## src/rtl/chunked_word_adder.sv

```systemverilog
// Multi-cycle WIDTH-bit adder: CHUNK bits per cycle, LSB slice first, registered inter-slice carry.
// Optional signed-overflow output is enabled by defining CHUNK_ADDER_SIGNED_OVF_EN.
module chunked_word_adder #(
    parameter int WIDTH = 32,
    parameter int CHUNK = 8
) (
    input  logic             clk,
    input  logic             rst,
    input  logic             in_valid,
    output logic             in_ready,
    input  logic [WIDTH-1:0] a,
    input  logic [WIDTH-1:0] b,
    input  logic             c_in,
    output logic             out_valid,
    input  logic             out_ready,
    output logic [WIDTH-1:0] sum,
    output logic             c_out
`ifdef CHUNK_ADDER_SIGNED_OVF_EN
    ,
    output logic             ovf
`endif
);

    localparam int NCHUNK = WIDTH / CHUNK;
    localparam int IDXW   = (NCHUNK > 1) ? $clog2(NCHUNK) : 1;
    localparam logic [IDXW-1:0] LAST_IDX = IDXW'(NCHUNK - 1);

    generate
        if (WIDTH % CHUNK != 0) begin : g_bad_chunk
            $error("chunked_word_adder: WIDTH must be a multiple of CHUNK");
        end
    endgenerate

    typedef enum logic [1:0] {
        IDLE,
        ADD,
        DONE
    } state_t;

    state_t            state;
    logic [WIDTH-1:0]  a_r;
    logic [WIDTH-1:0]  b_r;
    logic [WIDTH-1:0]  sum_r;
    logic              carry;
    logic [IDXW-1:0]   idx;

    logic [CHUNK-1:0]  slice_a;
    logic [CHUNK-1:0]  slice_b;
    logic [CHUNK-1:0]  slice_s;
    logic              slice_cy;
    logic [WIDTH-1:0]  sum_next;

    assign in_ready = (state == IDLE);

    // NOTE: every variable gets a value at the top of always_comb so no path can infer a latch.
    always_comb begin
        slice_a  = a_r[int'(idx)*CHUNK +: CHUNK];
        slice_b  = b_r[int'(idx)*CHUNK +: CHUNK];
        {slice_cy, slice_s} = {1'b0, slice_a} + {1'b0, slice_b} + {{CHUNK{1'b0}}, carry};
        sum_next = sum_r;
        sum_next[int'(idx)*CHUNK +: CHUNK] = slice_s;
    end

`ifdef CHUNK_ADDER_SIGNED_OVF_EN
    // Carry into the MSB is recovered from the MSB sum bit and its two operand bits.
    logic ovf_next;
    assign ovf_next = slice_cy ^ (slice_a[CHUNK-1] ^ slice_b[CHUNK-1] ^ slice_s[CHUNK-1]);
`endif

    // NOTE: state registers use non-blocking assignments so all updates see pre-edge values.
    always_ff @(posedge clk or posedge rst) begin
        if (rst) begin
            state     <= IDLE;
            a_r       <= '0;
            b_r       <= '0;
            sum_r     <= '0;
            carry     <= 1'b0;
            idx       <= '0;
            out_valid <= 1'b0;
            sum       <= '0;
            c_out     <= 1'b0;
`ifdef CHUNK_ADDER_SIGNED_OVF_EN
            ovf       <= 1'b0;
`endif
        end else begin
            case (state)
                IDLE: begin
                    if (in_valid) begin
                        a_r   <= a;
                        b_r   <= b;
                        carry <= c_in;
                        idx   <= '0;
                        state <= ADD;
                    end
                end
                ADD: begin
                    sum_r <= sum_next;
                    carry <= slice_cy;
                    if (idx == LAST_IDX) begin
                        state     <= DONE;
                        out_valid <= 1'b1;
                        sum       <= sum_next;
                        c_out     <= slice_cy;
`ifdef CHUNK_ADDER_SIGNED_OVF_EN
                        ovf       <= ovf_next;
`endif
                    end else begin
                        idx <= idx + 1'b1;
                    end
                end
                DONE: begin
                    if (out_ready) begin
                        state     <= IDLE;
                        out_valid <= 1'b0;
                        sum       <= '0;
                        c_out     <= 1'b0;
`ifdef CHUNK_ADDER_SIGNED_OVF_EN
                        ovf       <= 1'b0;
`endif
                    end
                end
                default: state <= IDLE;
            endcase
        end
    end

endmodule

```

## config.mk

```make
export PLATFORM = sky130hd
export DESIGN_NAME = chunked_word_adder
export DESIGN_NICKNAME = d
export VERILOG_FILES = /design/src/rtl/chunked_word_adder.sv
export SDC_FILE = /design/constraint.sdc
export NUM_CORES = 1
export LEC_CHECK = 0
export CAP_MARGIN = 10
export CORE_ASPECT_RATIO = 1.75
export CORE_MARGIN = 1
export CORE_UTILIZATION = 40
export DETAILED_ROUTE_END_ITERATION = 12
export PLACE_DENSITY = 0.75
export SYNTH_ARGS = -nofsm -noshare
export SYNTH_HDL_FRONTEND = slang
export SYNTH_SLANG_ARGS = --single-unit
export TNS_END_PERCENT = 5
```

## constraint.sdc

```tcl
create_clock -name clk -period 4.6 [get_ports clk]
set_clock_uncertainty 0.05 [all_clocks]
set_input_delay 0.92 -clock clk [delete_from_list [all_inputs] [get_ports clk]]
set_output_delay 0.92 -clock clk [all_outputs]
set_load 0.1 [all_outputs]
```

# Yosys cells after proc, flatten, opt, wreduce, memory -nomap -nowiden

Cells that the tools add are included.

Register bits: 135
Bits of input ports: 69
Logic and storage cells: 50
Output and inout port bits: 35

Reductions and logical operators: 8
$add $sub $neg: 4
Multiplexer cells: 18
Equality and inequality tests: 7
Shifts and indexed selects: 4

Operators by type and width:

| kind                    | number |
|---|---|
| $mux 32                 | 2 |
| $pmux 32 s2             | 1 |
| $shiftx 32x6->8         | 2 |
| $neg 5->33              | 1 |
| $shift 8x33->32 const A | 1 |
| $shiftx 8x33->32        | 1 |
| $bwmux 32               | 1 |
| $mux 2                  | 5 |
| $add 8x8->9             | 1 |
| $add 9x1->9             | 1 |
| $reduce_and 3->1        | 3 |
| $ne 2x2->1 const B      | 4 |
| $pmux 1 s2              | 3 |
| $pmux 2 s3              | 1 |
| $eq 2x2->1 const B      | 2 |
| $mux 1                  | 4 |
| $pmux 2 s2              | 1 |
| $reduce_and 2->1        | 2 |
| $reduce_bool 2->1       | 2 |
| $add 2x1->2 const B     | 1 |
| $eq 2x1->1 const B      | 1 |
| $logic_not 2->1         | 1 |

# Logic depth before layout (Yosys ltp)

Depth after elaboration: 7
Depth in mapped cells: 10
Depth with buffers taken out: 9

# Least setup slack after synthesis

Ideal clock, no wire load.

Path kind: register to register
Start: register idx[0]
End: register carry
Stages on the path, launching flop included: 11
Data required time: 4,424 ps
Path slack: 1,520 ps
Clock period less this slack: 3,080 ps
Path buffers: 1
Setup time: 126 ps
Data arrival time: 2,904 ps
Cell sequence: dfrtp_1 > buf_2 > mux4_2 > fa_1 > inv_1 > fa_1 > nand2b_1 > a21oi_1 > a211oi_1 > o21ai_0 > a221o_1

Longest elaborated chain between the ends: 4
Elaborated cells between the ends (all ways): 5
Those cells by class: add/sub (2); shift (2); mux (1)

Ends and longest elaborated chain:

| element                            | line   | RTL |
|---|---|---|
| start: declaration                 | 45     | `logic [IDXW-1:0] idx;` |
| start signal: assignment           | 108    | `idx <= idx + 1'b1;` |
| $shiftx 32x6->8 (on tied branches) | 57, 58 |  |
| $add 8x8->9 *                      | 59     | `{slice_cy, slice_s} = {1'b0, slice_a} + {1'b0, slice_b} + {{CHUNK{1'b0}}, carry};` |
| $add 9x1->9 *                      | 59     |  |
| $pmux 1 s2 *                       | 86     | `case (state)` |
| end signal: assignment             | 91     | `carry <= c_in;` |
| end signal: assignment             | 98     | `carry <= slice_cy;` |
| end: declaration                   | 44     | `logic carry;` |

Every way passes the cells marked *; elsewhere a longest branch is shown, timed or not.
A chain may end at the register's enable or synchronous reset.

# Worst setup path in the final report

Start: register idx[1]
End: register carry

Same word-level chain as after synthesis.

==> metrics.txt <==
status finished, final reports clean; synthesized cell area 6067 um2; Core Area 14840 um2; Synth top area share 55.68%; Final Instance Area 7905 um2; most frequent cells in the layout dfrtp_1 (135), clkdlybuf4s50_1 (103), mux2_2 (63), o21ai_0 (48), nand2_1 (43); CTS sink count 135; RSZ-0062 raised after global routing false; Rows 59; antenna cells 0; H-tree Lvls 4; Synth cell types 38; pre-CTS setup slack 1.174 ns; area grow syn2layout 30.29%; Post-DP Area 7253 um2; Final Hold Fails 0; Slew Viols, Final 0; Min Hold Slack 0.4316 ns; fmax 0.2892 GHz; Ys Warns 0; number of global-route vias before repair 4590; cts bufs inserted 17; Routed Antenna Nets 0; Die X 95.10 um; PortBufs 103; Synthesized Nets 560; share of cells above drive strength 1 20.17%; crit-path max FO 20; post-cts resize count 0; I/O Pins 104; Startpoint Class flop; Critical Path RT 4.85 ns; DR vias 4295; initial antenna violation count 0; Slew @ Worst Pin 0.9769 ns; crit share post-route 75.18%; grt ovf 0; max cap viols 0; HP Class reg2reg; die height 164.9 um; first-pass GRT wire length 23760 um; largest net degree at the start of global routing 77; WL per Instance 19.20 um; synth top area cells dfrtp_1 (56%), mux2_2 (12%), mux4_2 (5.9%); Overall Global Routing Usage 20.60%; commonest non-fill, non-tap cell in the layout dfrtp_1; setup slack after layout 1.142 ns; setup TNS 0 ns; cells after synthesis 476; CTS root buf clkbuf_16; setup repair bufs after CTS 0; hold buffer count at CTS 0; Crit Path Category reg2reg; final setup fails 0; clk_lat worst skew 0.42 ns; DP HPWL 11140 um; Clock transition at path regs 0.06 ns; number of iterations in the first detailed-routing pass 5; GPL Wtd Cong 0.8246; sequential share of the synthesized area 55.68%; vias per inst 5.521; nets 666; DRT iter0 DRCs 171; WL final 14940 um; Worst slew margin 34.67%; Setup crit end kind flop; Avg Cell Area, Syn 12.75 um2; initial core utilization 40.89%; leading area contributor after synthesis dfrtp_1; die area 15680 um2; CTS tree built; Clock Tree Buf Depth 2; Critical Path AT 3.71 ns; post-layout min period 3.458 ns; Synth Register Bits 135; drt drc 0
[stage by stage]
step                      instances  util, %
after floorplan                 476        -
after global placement          746    48.88
after detailed placement        746    48.88
after CTS                       778    53.28
after global routing            778    53.28
final                           778    53.28
[state kept, by name, indices dropped and copies added, names as in the netlist]
signal / count
a_r: 32
b_r: 32
sum: 32
sum_r: 32
idx: 2
state: 2
c_out: 1
carry: 1
out_valid: 1
[worst paths after layout]
| path | startpoint | endpoint | slack, ns | depth (start not counted) |
|---|---|---|---|---|
| setup / recovery | idx[1] | carry | 1.14 | 9 |
| hold / removal | sum_r[3] | sum_r[3] | 0.43 | 2 |
| setup reg to reg | idx[1] | carry | 1.14 | 9 |
| hold reg to reg | sum_r[3] | sum_r[3] | 0.43 | 2 |
| max in group asynchronous | rst | sum[30] | 2.69 | 3 |
| min in group asynchronous | rst | out_valid | 0.99 | 2 |
[synth_stat cells (all sizes together)]
library cell / instances
a21oi: 15
mux4: 16
o31ai: 3
dfrtp: 135
a31o: 1
and2: 3
o21ai: 51
a211oi: 2
nor2: 17
nand3b: 1
nor2b: 11
a21o: 3
xnor2: 4
o22ai: 3
fa: 2
o21bai: 1
nand2: 43
xor2: 4
nand2b: 3
mux2: 65
and3b: 1
nor4bb: 1
inv: 13
ha: 13
buf: 13
a22o: 18
nand3: 2
clkbuf: 7
and3: 2
a31oi: 1
a22oi: 20
a221o: 1
o211ai: 1
[routing by layer]
layer | track usage (%) | share of wire, % | wire length, um | vias to the layer above
li1 | - | - | - | 1941
met1 | 21.77 | 35 | 5254 | 2148
met2 | 37.24 | 56 | 8369 | 160
met3 | 4.098 | 4.3 | 638 | 46
met4 | 11.43 | 4.5 | 677 | 0
met5 | 0 | 0 | 0 | -
[layout make-up]
type | instances | area (um2)
fill | 1239 | 6933
inverter | 13 | 51.30
timing repair buffer | 107 | 1074
clock inverter | 15 | 226.5
clock buffer | 17 | 425.4
tap | 183 | 229.0
sequential | 135 | 3378
multi-input combinational | 308 | 2521
[worst max-delay path: stages (launching register included)]
cell      delay, ns
dfrtp_1        0.86
mux4_2         0.43
fa_1           0.48
inv_1          0.10
fa_1           0.20
nand2b_1       0.15
a21oi_1        0.08
a211oi_1       0.42
o21ai_0        0.23
a221o_1        0.33
[kinds of logic after synthesis]
group,after synthesis,share of synthesized area [%]
AND/OR/NAND/NOR,84,6.311
multiplexers,81,18.00
buffers and inverters,33,2.784
flip-flops,135,55.68
adder cells (fa/ha/maj),15,3.341
AO/OA/AOI/OAI,120,12.72
XOR/XNOR,8,1.155
Power is left out: the tool's default activity adds up to more than one toggle a clock period on the data nets, which glitch-free logic cannot reach.
